`src/rtl/hub_port_arbiter.sv`:
```
// Round-robin arbiter and transfer sequencer for the HUB2 shared forwarding bus.
// One port owns the bus per packet; each transfer ends in done or abort followed by a one-cycle gap.
module hub_port_arbiter #(
  parameter int NUM_PORTS = 4,
  parameter int LEN_W     = 8,
  parameter int TIMEOUT   = 255,
  parameter int ID_W      = 2
) (
  input  logic                       clk,
  input  logic                       reset,
  input  logic [NUM_PORTS-1:0]       req,
  input  logic [NUM_PORTS*LEN_W-1:0] pkt_len,
  input  logic                       fwd_ready,
  output logic [NUM_PORTS-1:0]       grant,
  output logic [ID_W-1:0]            grant_id,
  output logic                       busy,
  output logic [LEN_W-1:0]           beat_cnt,
  output logic                       done,
  output logic                       abort
);

  localparam int ST_W = $clog2(TIMEOUT + 1);
  localparam int CW   = ID_W + 1;

  typedef enum logic [1:0] {
    IDLE = 2'd0,
    XFER = 2'd1,
    GAP  = 2'd2
  } state_t;

  state_t               state, state_nxt;
  logic [ID_W-1:0]      rr_ptr, rr_ptr_nxt;
  logic [LEN_W-1:0]     len_q, len_nxt;
  logic [ST_W-1:0]      stall_cnt, stall_nxt;
  logic [NUM_PORTS-1:0] grant_nxt;
  logic [ID_W-1:0]      grant_id_nxt;
  logic                 busy_nxt;
  logic [LEN_W-1:0]     beat_nxt;
  logic                 done_nxt;
  logic                 abort_nxt;

  logic                 found;
  logic [ID_W-1:0]      sel;
  logic [CW-1:0]        cand;
  logic                 last_beat;
  logic                 timeout_hit;
  logic                 withdraw;
  logic                 leave;

  // Search starts one past the last served port so every requester gets a turn.
  always_comb begin
    found = 1'b0;
    sel   = '0;
    cand  = '0;
    for (int i = 1; i <= NUM_PORTS; i++) begin
      cand = {1'b0, rr_ptr} + CW'(i);
      if (cand >= CW'(NUM_PORTS)) cand = cand - CW'(NUM_PORTS);
      if (!found && req[cand[ID_W-1:0]]) begin
        found = 1'b1;
        sel   = cand[ID_W-1:0];
      end
    end
  end

  assign last_beat   = (beat_cnt == len_q - LEN_W'(1));
  assign timeout_hit = (stall_cnt == ST_W'(TIMEOUT - 1));
  assign withdraw    = !req[grant_id];

  always_comb begin
    state_nxt    = state;
    rr_ptr_nxt   = rr_ptr;
    len_nxt      = len_q;
    stall_nxt    = stall_cnt;
    grant_nxt    = grant;
    grant_id_nxt = grant_id;
    busy_nxt     = busy;
    beat_nxt     = beat_cnt;
    done_nxt     = 1'b0;
    abort_nxt    = 1'b0;
    leave        = 1'b0;
    case (state)
      IDLE: begin
        if (found) begin
          grant_nxt    = NUM_PORTS'(1) << sel;
          grant_id_nxt = sel;
          rr_ptr_nxt   = sel;
          len_nxt      = pkt_len[int'(sel)*LEN_W +: LEN_W];
          beat_nxt     = '0;
          stall_nxt    = '0;
          busy_nxt     = 1'b1;
          state_nxt    = XFER;
        end
      end
      XFER: begin
        // Completion outranks withdrawal, which outranks timeout.
        if (len_q == '0) begin
          done_nxt = 1'b1;
          leave    = 1'b1;
        end else if (fwd_ready && last_beat) begin
          beat_nxt = beat_cnt + LEN_W'(1);
          done_nxt = 1'b1;
          leave    = 1'b1;
        end else begin
          if (fwd_ready) begin
            beat_nxt  = beat_cnt + LEN_W'(1);
            stall_nxt = '0;
          end else begin
            stall_nxt = stall_cnt + ST_W'(1);
          end
          if (withdraw) begin
            abort_nxt = 1'b1;
            leave     = 1'b1;
          end else if (!fwd_ready && timeout_hit) begin
            abort_nxt = 1'b1;
            leave     = 1'b1;
          end
        end
        if (leave) begin
          grant_nxt = '0;
          busy_nxt  = 1'b0;
          stall_nxt = '0;
          state_nxt = GAP;
        end
      end
      GAP: begin
        state_nxt = IDLE;
      end
      default: begin
        state_nxt = IDLE;
      end
    endcase
  end

  always_ff @(posedge clk) begin
    if (reset) begin
      state     <= IDLE;
      grant     <= '0;
      grant_id  <= '0;
      busy      <= 1'b0;
      beat_cnt  <= '0;
      done      <= 1'b0;
      abort     <= 1'b0;
      rr_ptr    <= ID_W'(NUM_PORTS - 1);
      stall_cnt <= '0;
    end else begin
      state     <= state_nxt;
      grant     <= grant_nxt;
      grant_id  <= grant_id_nxt;
      busy      <= busy_nxt;
      beat_cnt  <= beat_nxt;
      done      <= done_nxt;
      abort     <= abort_nxt;
      rr_ptr    <= rr_ptr_nxt;
      stall_cnt <= stall_nxt;
    end
  end

  // Packet length is only meaningful while a grant is held, so it needs no reset.
  always_ff @(posedge clk) begin
    len_q <= len_nxt;
  end

endmodule

```
`config.mk`:
```
export PLATFORM = sky130hd
export DESIGN_NAME = hub_port_arbiter
export DESIGN_NICKNAME = d
export VERILOG_FILES = /design/src/rtl/hub_port_arbiter.sv
export SDC_FILE = /design/constraint.sdc
export NUM_CORES = 1
export LEC_CHECK = 0
export BUFFER_PORTS_ARGS = -buffer_cell sky130_fd_sc_hd__buf_2
export CAP_MARGIN = 20
export CORE_AREA = 2 2 75 70
export DETAILED_ROUTE_END_ITERATION = 12
export DIE_AREA = 0 0 77 72
export PLACE_DENSITY = 0.7
export SETUP_SLACK_MARGIN = 0.4
export SLEW_MARGIN = 20
export SYNTH_ARGS = -nofsm -noshare
export SYNTH_HDL_FRONTEND = slang
export SYNTH_SLANG_ARGS = --single-unit
```
`constraint.sdc`:
```
create_clock -name clk -period 3.92 [get_ports clk]
set_input_delay 0.196 -clock clk [delete_from_list [all_inputs] [get_ports clk]]
set_output_delay 0.196 -clock clk [all_outputs]
set_load 0.01 [all_outputs]
```
==> results of run 1 <==
## worst register-to-register path, cell delays in order (launching register included)
cell      delay (ns)
edfxtp_1        0.46
inv_1           0.11
ha_1            0.24
nand2_1         0.08
o211a_1         0.20
o31a_1          0.29
nor4_2          0.57
o21ai_0         0.19
## cells in the mapped netlist, types with 2 or more instances
cell | instances | area share [%]
edfxtp_1 | 8 | 10
nor2_1 | 22 | 3.6
nand3_1 | 12 | 2.6
xnor2_1 | 8 | 3.0
a22oi_1 | 2 | 0.65
nor2_4 | 2 | 0.97
a21oi_1 | 23 | 5.0
or2b_1 | 3 | 0.97
clkbuf_1 | 7 | 1.1
nor4_2 | 2 | 1.1
and3_1 | 6 | 1.6
nand3b_1 | 4 | 1.3
nor2b_1 | 9 | 2.4
nor3_1 | 6 | 1.3
mux2i_1 | 9 | 3.9
a311oi_1 | 4 | 1.5
ha_1 | 5 | 2.7
a211oi_1 | 10 | 3.2
nand2b_1 | 8 | 2.2
dfxtp_1 | 29 | 25
a21o_1 | 3 | 0.97
a2bb2oi_1 | 2 | 0.76
a31oi_1 | 3 | 0.81
buf_2 | 3 | 0.65
o21ai_0 | 5 | 1.1
inv_1 | 7 | 1.1
or3_1 | 3 | 0.81
nor4_1 | 3 | 0.81
nand2_1 | 8 | 1.3
nand4_1 | 2 | 0.54
xor2_1 | 8 | 3.0
## area by class of cell
| type | count | area (um^2) |
|---|---|---|
| Clock buffer | 8 | 80.1 |
| Fill cell | 467 | 2030 |
| Inverter | 7 | 26.3 |
| Multi-Input combinational cell | 197 | 1410 |
| Sequential cell | 37 | 821 |
| Tap cell | 65 | 81.3 |
| Timing Repair Buffer | 57 | 290 |
## registers in the layout, summed over array words and instances, names as in the netlist
signal	flops
abort	1
grant	4
busy	1
len_q	8
grant_id	2
done	1
rr_ptr	2
state	2
beat_cnt	8
stall_cnt	8
## layout by cell type (no fill, tap or decap), types with 2 or more instances in the layout
cell and count:
a211oi_1 10, a21o_1 3, a21oi_1 23, a22oi_1 2, a2bb2oi_1 2, a311oi_1 4
a31oi_1 2, and3_1 6, buf_2 55, buf_4 2, clkbuf_1 3, clkbuf_8 5
dfxtp_1 29, edfxtp_1 8, ha_1 5, inv_1 7, mux2i_1 9, nand2_1 8
nand2b_1 8, nand3_1 12, nand3b_1 4, nand4_1 2, nor2_1 22, nor2_4 2
nor2b_1 9, nor3_1 6, nor4_1 3, nor4_2 2, o21ai_0 5, or2b_1 3
or3_1 3, xnor2_1 8, xor2_1 8
## layer usage
metal  wire [um]  share of wire (%)  up-vias  GRT usage [%]
met4          48                1.0        0           6.55
met5           0                  0        -              0
met2        2070                 43       51           29.3
li1            -                  -     1037              -
met1        2450                 51      911           25.2
met3         256                5.3        4           3.48
## logic make-up (layout without fill, tap and decap cells)
| family | after synthesis | count (layout) | synth area share [%] |
|---|---|---|---|
| xor gates and xnor gates | 17 | 17 | 6.77 |
| DFF | 37 | 37 | 35.5 |
| buffers and inverters | 20 | 72 | 3.90 |
| muxes | 10 | 10 | 5.04 |
| adders and majority gates | 5 | 5 | 2.71 |
| and+or+nand+nor | 100 | 100 | 26.1 |
| AOI/OAI and AO/OA | 65 | 65 | 20.0 |
## stage by stage
| stage | area, um^2 | hold slack, ns |
|---|---|---|
| floorplan | 2310 | 0.401 |
| global placement | 2630 | 0.479 |
| detailed placement | 2630 | 0.472 |
| CTS | 2710 | 0.259 |
| global route | 2710 | 0.292 |
| finish | 2710 | 0.264 |
## power groups by stage
stage	registers, mW	clock network [mW]	logic, mW
after CTS	0.511	0.257	0.408
final	0.511	0.251	0.404
after floorplan	0.513	0	0.310
after global routing	0.520	0.274	0.449
after detailed placement	0.519	0	0.405
after global placement	0.519	0	0.397
## worst max-delay path by stage
| stage | endpoint | slack, ns | depth (start not counted) |
|---|---|---|---|
| 2_1_floorplan | state[0]$_SDFFE_PP0P_ | 1.87 | 7 |
| 3_3_place_gp | grant[3]$_SDFFE_PP0P_ | 1.68 | 7 |
| 3_5_place_dp | grant[2]$_SDFFE_PP0P_ | 1.55 | 7 |
| 4_1_cts | grant[2]$_SDFFE_PP0P_ | 1.64 | 7 |
| 5_1_grt | stall_cnt[4]$_SDFFE_PP0P_ | 1.51 | 7 |
| 6_report | grant[2]$_SDFFE_PP0P_ | 1.65 | 7 |
==> impl_metrics.ini, run 1 <==
[pwr]
irDropWorstVdd_v = 0.000296
power.share.switching_pct = 35.4
clkPwrFrac_pct = 21.5
switching_power_mw = 0.413
power_mw = 1.17
powerDensity_nw_per_um2 = 430
seq_power_share_pct = 43.8
power_leakage_nw = 1.10
pwr-share-comb_pct = 34.6
p_int_mw = 0.752

[cells_and_area]
layout-drive-gt1-share_pct = 25.8
nNetsFinal = 349
antenna_cells = 0
syn2layout_area_growth_pct = 17.3
fin_util_pct = 57.1
fin_cells = 371

[sta]
slew_viol_final = 0
tightestPinTransition_ns = 0.698
fin_skew_ns = 0.00829
setup_tns_ns = 0
rsz0062_at_grt = false
max_freq_mhz = 440
layout_min_cycle_time_ns = 2.27
finalSetupViolations = 0
relSlewSlack_pct = 53.5
timing.final.ws_setup_ns = 1.65
min_period_over_period_pct = 58.0
hold_viol = 0

[detailed_routing]
wl_per_cell_um = 13.0
vias = 2003
drc_errors = 0
first_iter_violations = 68
drt-total-wl_um = 4820
ant_nets = 0
routed_via_density = 5.40
first_pass_iters = 4

[setup_path]
critPathKind = flip-flop to flip-flop
startpoint = len_q[0]$_DFFE_PP_
start_kind = flip-flop
reg2reg_from = len_q[0]$_DFFE_PP_
reg2reg_to = grant[2]$_SDFFE_PP0P_
critPathSlowestCell = nor4_2
r2r_slack_ns = 1.65
cp_num_buf_inv = 1
crit_chain = inv_1, ha_1, nand2_1, o211a_1, o31a_1, nor4_2, o21ai_0
arrival_ns = 2.42
cp-end-kind = flip-flop
slowest_delay_ns = 0.57
r2r_cells = 7
required_ns = 4.07
crit_fanout = 5
cp_top_family = compound AO/OA/AOI/OAI gates

[floorplan]
pin_count = 56
initial_utilization_pct = 48.7
die-width_um = 77
num_rows = 24
core_area_um2 = 4740
die_area_um2 = 5540
die_h_um = 72

[grt]
grt_overflow = 0
grt_pass1_wl_um = 8210
grt_pass1_vias = 1883
grt_max_degree = 30
grt_usage_pct = 18.4
antenna_found_initial = 0

[synthesis]
synthArstFlopShare_pct = 0
ys_ff_latch = 37
synthFlopType = dfxtp_1
avgSynthCellArea_um2 = 9.10
syn_inst = 254
yosysWarnings = 0
ys_types = 59
synth_area_um2 = 2310
synth_edf_count = 8
syn_nets = 298
synth_seq_area_share_pct = 35.5

[flow_run]
maxCapViolCount = 0

[placement]
dp_hpwl_um = 3640
gp_congestion = 0.762
dp_slack_ns = 1.55
dp_cells = 363
io_buffers = 55

[clocking]
clk_pin_slew_ns = 0.07
clockBufferDepth = 2
cts_max_level = 2
clk_latency_ns = 0.29
cts.sinks = 37
cts_setup_buffers = 0
ctsHoldBuffers = 0
post_cts_resized = 0
cts_tree = built
cts_buffers = 5
cts-root-buf = clkbuf_8

[run_status]
status = finished clean

[worst_hold_path]
hold_path_depth = 3
hold_end = len_q[4]$_DFFE_PP_
hp-class = input port to flip-flop
min_from = pkt_len[28]
Power figures use the tool's default switching activity.
==> inputs of run 2 (changes only) <==
--- a/config.mk
+++ b/config.mk
@@ -5,12 +5,13 @@
 export SDC_FILE = /design/constraint.sdc
 export NUM_CORES = 1
 export LEC_CHECK = 0
+export ABC_AREA = 1
 export BUFFER_PORTS_ARGS = -buffer_cell sky130_fd_sc_hd__buf_2
 export CAP_MARGIN = 20
-export CORE_AREA = 2 2 75 70
+export CORE_AREA = 2 2 78 72
 export DETAILED_ROUTE_END_ITERATION = 12
-export DIE_AREA = 0 0 77 72
-export PLACE_DENSITY = 0.7
+export DIE_AREA = 0 0 80 74
+export PLACE_DENSITY = 0.71
 export SETUP_SLACK_MARGIN = 0.4
 export SLEW_MARGIN = 20
 export SYNTH_ARGS = -nofsm -noshare
==> constraint.sdc (replaced) <==
create_clock -name clk -period 1.9 [get_ports clk]
set_input_delay 0.095 -clock clk [delete_from_list [all_inputs] [get_ports clk]]
set_output_delay 0.095 -clock clk [all_outputs]
set_load 0.01 [all_outputs]
==> run 2 against run 1 <==
Final area increased by 34%. Largest cell class unchanged. Clock-buffer cell count decreased by 1. Clock skew grew 0.0019 ns. Critical path depth is 6 higher. Utilization increased by 14 points. Global-route usage rose by 2.1 points. Die area up 6.8%. The run now ends with setup timing left. Fmax grew 15%. Critical path type unchanged. Area after synthesis is 5.4% higher.
==> impl_metrics.ini, run 2 <==
[setup_path]
r2r_cells = 13
cp-end-kind = flip-flop
critPathKind = flip-flop to flip-flop
start_kind = flip-flop
arrival_ns = 2.03
crit_chain = buf_6, o21ai_2, nand2_1, o21ai_0, nand2_2, nand2_2, nand2_4, nand3_4, clkinv_8, nand2_2, nand2_1, nand2_1, nand3_2
crit_fanout = 6
reg2reg_from = rr_ptr[0]$_SDFFE_PP1P_
critPathSlowestCell = dfxtp_4
required_ns = 1.96
reg2reg_to = len_q[7]$_DFFE_PP_
crit_end = len_q[7]$_DFFE_PP_
slowest_delay_ns = 0.38
startpoint = rr_ptr[0]$_SDFFE_PP1P_
r2r_slack_ns = -0.08

[synthesis]
synth_area_um2 = 2440
syn_nets = 414
avgSynthCellArea_um2 = 6.58
synth_top_area_share_pct = 23.8
syn_inst = 370
synth_common_cells = nand2_1, inv_1, nand3_1, nor2_1, dfxtp_1
yosysWarnings = 0
ys_types = 37
synth_top_area_cell = dfxtp_1
yosysMostFrequentCell = nand2_1
synth_edf_count = 8
synth.area.top_cells = dfxtp_1, nand2_1, edfxtp_1
ys_ff_latch = 37
synthFlopType = dfxtp_1
synth_seq_area_share_pct = 33.7
synthArstFlopShare_pct = 0

[flow_run]
maxCapViolCount = 0

[grt]
grt_overflow = 0
grt_pass1_vias = 2278
grt_max_degree = 18
antenna_found_initial = 0
grt_usage_pct = 20.5
grt_pass1_wl_um = 9670

[clocking]
cts.sinks = 37
clk_pin_slew_ns = 0.08
cts_max_level = 2
cts_tree = built
cts-root-buf = clkbuf_8
cts_buffers = 5
clk_latency_ns = 0.30
clockBufferDepth = 2

[cells_and_area]
antenna_cells = 0
nNetsFinal = 506
final_common_cell = nand2_1
final_cell_mix = nand2_1, buf_2, inv_1
syn2layout_area_growth_pct = 49.3
top_regs = beat_cnt: 8 flops, len_q: 8 flops, stall_cnt: 8 flops
fin_cells = 530
layout-drive-gt1-share_pct = 40.6

[run_status]
violations = setup timing
status = complete, but fails checks

[pwr]
seq_power_share_pct = 18.5
switching_power_mw = 3.50
powerDensity_nw_per_um2 = 1990
p_int_mw = 3.73
power.share.switching_pct = 48.4
power_leakage_nw = 1.73
irDropWorstVdd_v = 0.00206
pwr-share-comb_pct = 73.4
clkPwrFrac_pct = 8.1

[floorplan]
die_h_um = 74
initial_utilization_pct = 47.5
die_area_um2 = 5920
core_area_um2 = 5130
die-width_um = 80
pin_count = 56
num_rows = 25

[sta]
rsz0062_at_grt = true
relSlewSlack_pct = 74.7
setup_tns_ns = -0.395
finalSetupViolations = 9
tightestPinTransition_ns = 0.378
layout_min_cycle_time_ns = 1.98
max_freq_mhz = 506
timing.final.ws_setup_ns = -0.0775
fin_skew_ns = 0.0102
min_period_over_period_pct = 104
hold_viol = 0
slew_viol_final = 0

[placement]
dp_hpwl_um = 4230
gp_congestion = 0.861
dp_cells = 490
dp_slack_ns = -0.149
io_buffers = 55

[detailed_routing]
drc_errors = 0
ant_nets = 0
first_pass_iters = 5
first_iter_violations = 125
routed_via_density = 5.18
drt-total-wl_um = 6860
wl_per_cell_um = 12.9
vias = 2746

[worst_hold_path]
hp-class = input port to flip-flop
==> run 2: per-stage QoR <==
stage	hold WS, ns	area [um^2]	utilization (%)	power (mW)
after floorplan	0.164	2490	-	3.78
after global placement	0.412	2840	55.4	4.38
after detailed placement	0.421	2840	55.4	4.45
after CTS	0.111	3090	60.3	5.41
after global routing	0.104	3640	70.9	7.69
final	0.0942	3640	70.9	7.23
==> run 2: power by group through the flow <==
| stage | Sequential [mW] | Combinational, mW | Clock [mW] |
|---|---|---|---|
| 4_1_cts | 1.34 | 3.48 | 0.588 |
| 2_1_floorplan | 1.32 | 2.46 | 0 |
| 3_3_place_gp | 1.35 | 3.03 | 0 |
| 6_report | 1.34 | 5.31 | 0.588 |
| 5_1_grt | 1.36 | 5.70 | 0.621 |
| 3_5_place_dp | 1.35 | 3.10 | 0 |
==> run 2: worst max-delay path: cells and delay by family (launching register included) <==
family	cells	cell delay, ns
DFF	1	0.38
AOI/OAI and AO/OA	2	0.32
and+or+nand+nor	9	0.80
buffers and inverters	2	0.22
==> run 2: logic make-up after synthesis <==
group	count (synthesis)	synth area share, %
buf+inv	50	9.50
simple gates	222	38.8
fa+ha+maj	5	2.57
flops	37	33.7
compound gates	42	10.4
xor+xnor	14	5.03
==> run 2: layer usage <==
metal	routed length, um	GRT usage [%]	vias up
met5	0	0	-
met4	120	7.72	0
met3	430	3.76	14
met2	3390	33.4	112
met1	2920	27.3	1238
li1	-	-	1382
==> run 2: final cells by class <==
class | count | area [um^2]
multi-input cells | 286 | 1790
fillers | 410 | 1490
flip-flops and latches | 37 | 828
repair buffers | 88 | 621
inverters | 41 | 186
clock buffers | 7 | 86.3
well taps | 67 | 83.8
repair inverters | 3 | 28.8
clock inverters | 1 | 7.51
==> run 2: worst min path at each step <==
| stage | startpoint | endpoint | cells past startpoint |
|---|---|---|---|
| final | pkt_len[2] | len_q[2]$_DFFE_PP_ | 3 |
| after global routing | pkt_len[2] | len_q[2]$_DFFE_PP_ | 3 |
| after CTS | pkt_len[10] | len_q[2]$_DFFE_PP_ | 3 |
| after detailed placement | pkt_len[3] | len_q[3]$_DFFE_PP_ | 3 |
| after global placement | pkt_len[2] | len_q[2]$_DFFE_PP_ | 3 |
| after floorplan | reset | beat_cnt[1]$_SDFFE_PP0P_ | 1 |
==> run 2: what timing repair did <==
| item | CTS | global route |
|---|---|---|
| pin swaps | 3 | 42 |
| resized for setup | 24 | 94 |
| gates cloned | 1 | 6 |
| endpoints found under the hold margin | 0 | 0 |
| hold buffers | 0 | 0 |
| buffers inserted | 8 | 17 |
| setup endpoints to repair | 45 | 45 |
==> inputs of run 3 (changes only) <==
--- a/config.mk
+++ b/config.mk
@@ -11,6 +11,7 @@
 export CORE_AREA = 2 2 78 72
 export DETAILED_ROUTE_END_ITERATION = 12
 export DIE_AREA = 0 0 80 74
+export GPL_TIMING_DRIVEN = 0
 export PLACE_DENSITY = 0.71
 export SETUP_SLACK_MARGIN = 0.4
 export SLEW_MARGIN = 20
==> run 3 against run 2 <==
The flow still finishes with violations (setup timing). Global-route usage grew 1.1 points. Final area shrank 5.9%. Clock skew grew 0.0011 ns. Largest cell class unchanged. Clock-buffer cell count shrank 1. Sequential cell count is the same. Largest power group unchanged. Fmax grew 2.9%. Cell count is the same.
==> impl_metrics.ini, run 3 (same netlist as run 2, synthesis figures left out) <==
[floorplan]
pin_count = 56
initial_utilization_pct = 47.5
die-width_um = 80
core_area_um2 = 5130
die_area_um2 = 5920
die_h_um = 74
num_rows = 25

[pwr]
seq_power_share_pct = 20.7
irDropWorstVdd_v = 0.00144
pwr-share-comb_pct = 70.9
power_leakage_nw = 1.65
p_int_mw = 3.40
power.share.switching_pct = 46.6
clkPwrFrac_pct = 8.5
powerDensity_nw_per_um2 = 1860
switching_power_mw = 2.97

[detailed_routing]
drt-total-wl_um = 6570
first_iter_violations = 97
vias = 2649
drc_errors = 0
ant_nets = 0
wl_per_cell_um = 12.4
first_pass_iters = 4
routed_via_density = 5.00

[sta]
slew_viol_final = 0
timing.final.ws_setup_ns = -0.0215
hold_viol = 0
relSlewSlack_pct = 69.1
min_period_over_period_pct = 101
finalSetupViolations = 8
fin_skew_ns = 0.0113
tightestPinTransition_ns = 0.463
max_freq_mhz = 520
rsz0062_at_grt = true
layout_min_cycle_time_ns = 1.92

[clocking]
clk_pin_slew_ns = 0.08
cts.sinks = 37
cts_max_level = 2
clk_latency_ns = 0.30
cts-root-buf = clkbuf_8
cts_tree = built
cts_buffers = 5
clockBufferDepth = 2

[placement]
io_buffers = 55
dp_cells = 492
dp_slack_ns = -0.0812
gp_congestion = 0.844
dp_hpwl_um = 4330

[worst_hold_path]
hp-class = input port to flip-flop
hold_path_depth = 2

[setup_path]
start_kind = flip-flop
crit_fanout = 6
critPathKind = flip-flop to flip-flop
arrival_ns = 2.09
required_ns = 2.07
r2r_cells = 11
cp-end-kind = flip-flop

[cells_and_area]
final_common_cell = nand2_1
top_regs = beat_cnt: 8 flops, len_q: 8 flops, stall_cnt: 8 flops
syn2layout_area_growth_pct = 40.5
fill_cells = 450
fin_cells = 530
layout-drive-gt1-share_pct = 34.3
nNetsFinal = 506
final_cell_mix = nand2_1, buf_2, nand3_1
multi_input_area_um2 = 1640
antenna_cells = 0
ff_latch_area_um2 = 825
fin_util_pct = 66.7

[run_status]
status = complete, but fails checks
violations = setup timing

[grt]
grt_usage_pct = 21.5
grt_pass1_vias = 2337
grt_pass1_wl_um = 10100
antenna_found_initial = 0
grt_overflow = 0
grt_max_degree = 16

[flow_run]
maxCapViolCount = 0
## run 3: stage by stage
stage                     hold WS, ns  TNS, ns  area, um^2  total power [mW]
final                          0.0509  -0.0689        3420              6.37
after global routing           0.0596    -1.47        3420              6.88
after CTS                      0.0470        0        3150              5.59
after detailed placement        0.359   -0.513        2850              4.43
after global placement          0.360   -0.312        2850              4.35
after floorplan                 0.164        0        2490              3.78
## run 3: routing by layer
| layer | track usage (%) | vias up | wire length [um] |
|---|---|---|---|
| li1 | - | 1371 | - |
| met1 | 27.6 | 1190 | 2990 |
| met2 | 37.2 | 81 | 3160 |
| met3 | 3.76 | 7 | 332 |
| met4 | 6.78 | 0 | 80 |
| met5 | 0 | - | 0 |
## run 3: worst max-delay path: stages (launching register included)
cell,delay (ns)
dfxtp_4,0.43
buf_6,0.15
nand2_2,0.07
o21ai_4,0.07
nand2_2,0.10
buf_4,0.14
a31oi_2,0.14
nand2_2,0.11
a21oi_4,0.26
buf_6,0.15
nand3_1,0.08
nand3_2,0.08
## run 3: path summary, 6_finish.rpt
kind	slack [ns]	to	startpoint
setup / recovery	-0.02	len_q[7]$_DFFE_PP_	rr_ptr[0]$_SDFFE_PP1P_
hold reg to reg	0.47	busy$_SDFFE_PP0P_	busy$_SDFFE_PP0P_
setup reg to reg	-0.02	len_q[7]$_DFFE_PP_	rr_ptr[0]$_SDFFE_PP1P_
hold / removal	0.05	beat_cnt[1]$_SDFFE_PP0P_	reset
## run 3: final cells by class
| cell class | instances | share of cell area, % |
|---|---|---|
| clock inverters | 2 | 0.293 |
| repair inverters | 1 | 0.110 |
| well taps | 67 | 2.45 |
| flip-flops and latches | 37 | 24.1 |
| clock buffers | 6 | 2.12 |
| inverters | 41 | 5.01 |
| multi-input cells | 283 | 47.8 |
| repair buffers | 84 | 15.2 |
| plain buffers | 9 | 2.89 |
## run 3: power by group through the flow
stage               sequential [mW]  clock (mW)  combinational (mW)
floorplan                      1.32           0                2.46
global placement               1.32           0                3.03
detailed placement             1.33           0                3.10
CTS                            1.30       0.544                3.74
global route                   1.34       0.583                4.95
finish                         1.32       0.539                4.52
## run 3: what timing repair did
item | in CTS | in global routing
gates resized for setup | 27 | 47
setup endpoints to repair | 45 | 45
pin swaps | 13 | 9
cloned | 2 | 2
hold buffers | 0 | 0
setup buffers | 18 | 8
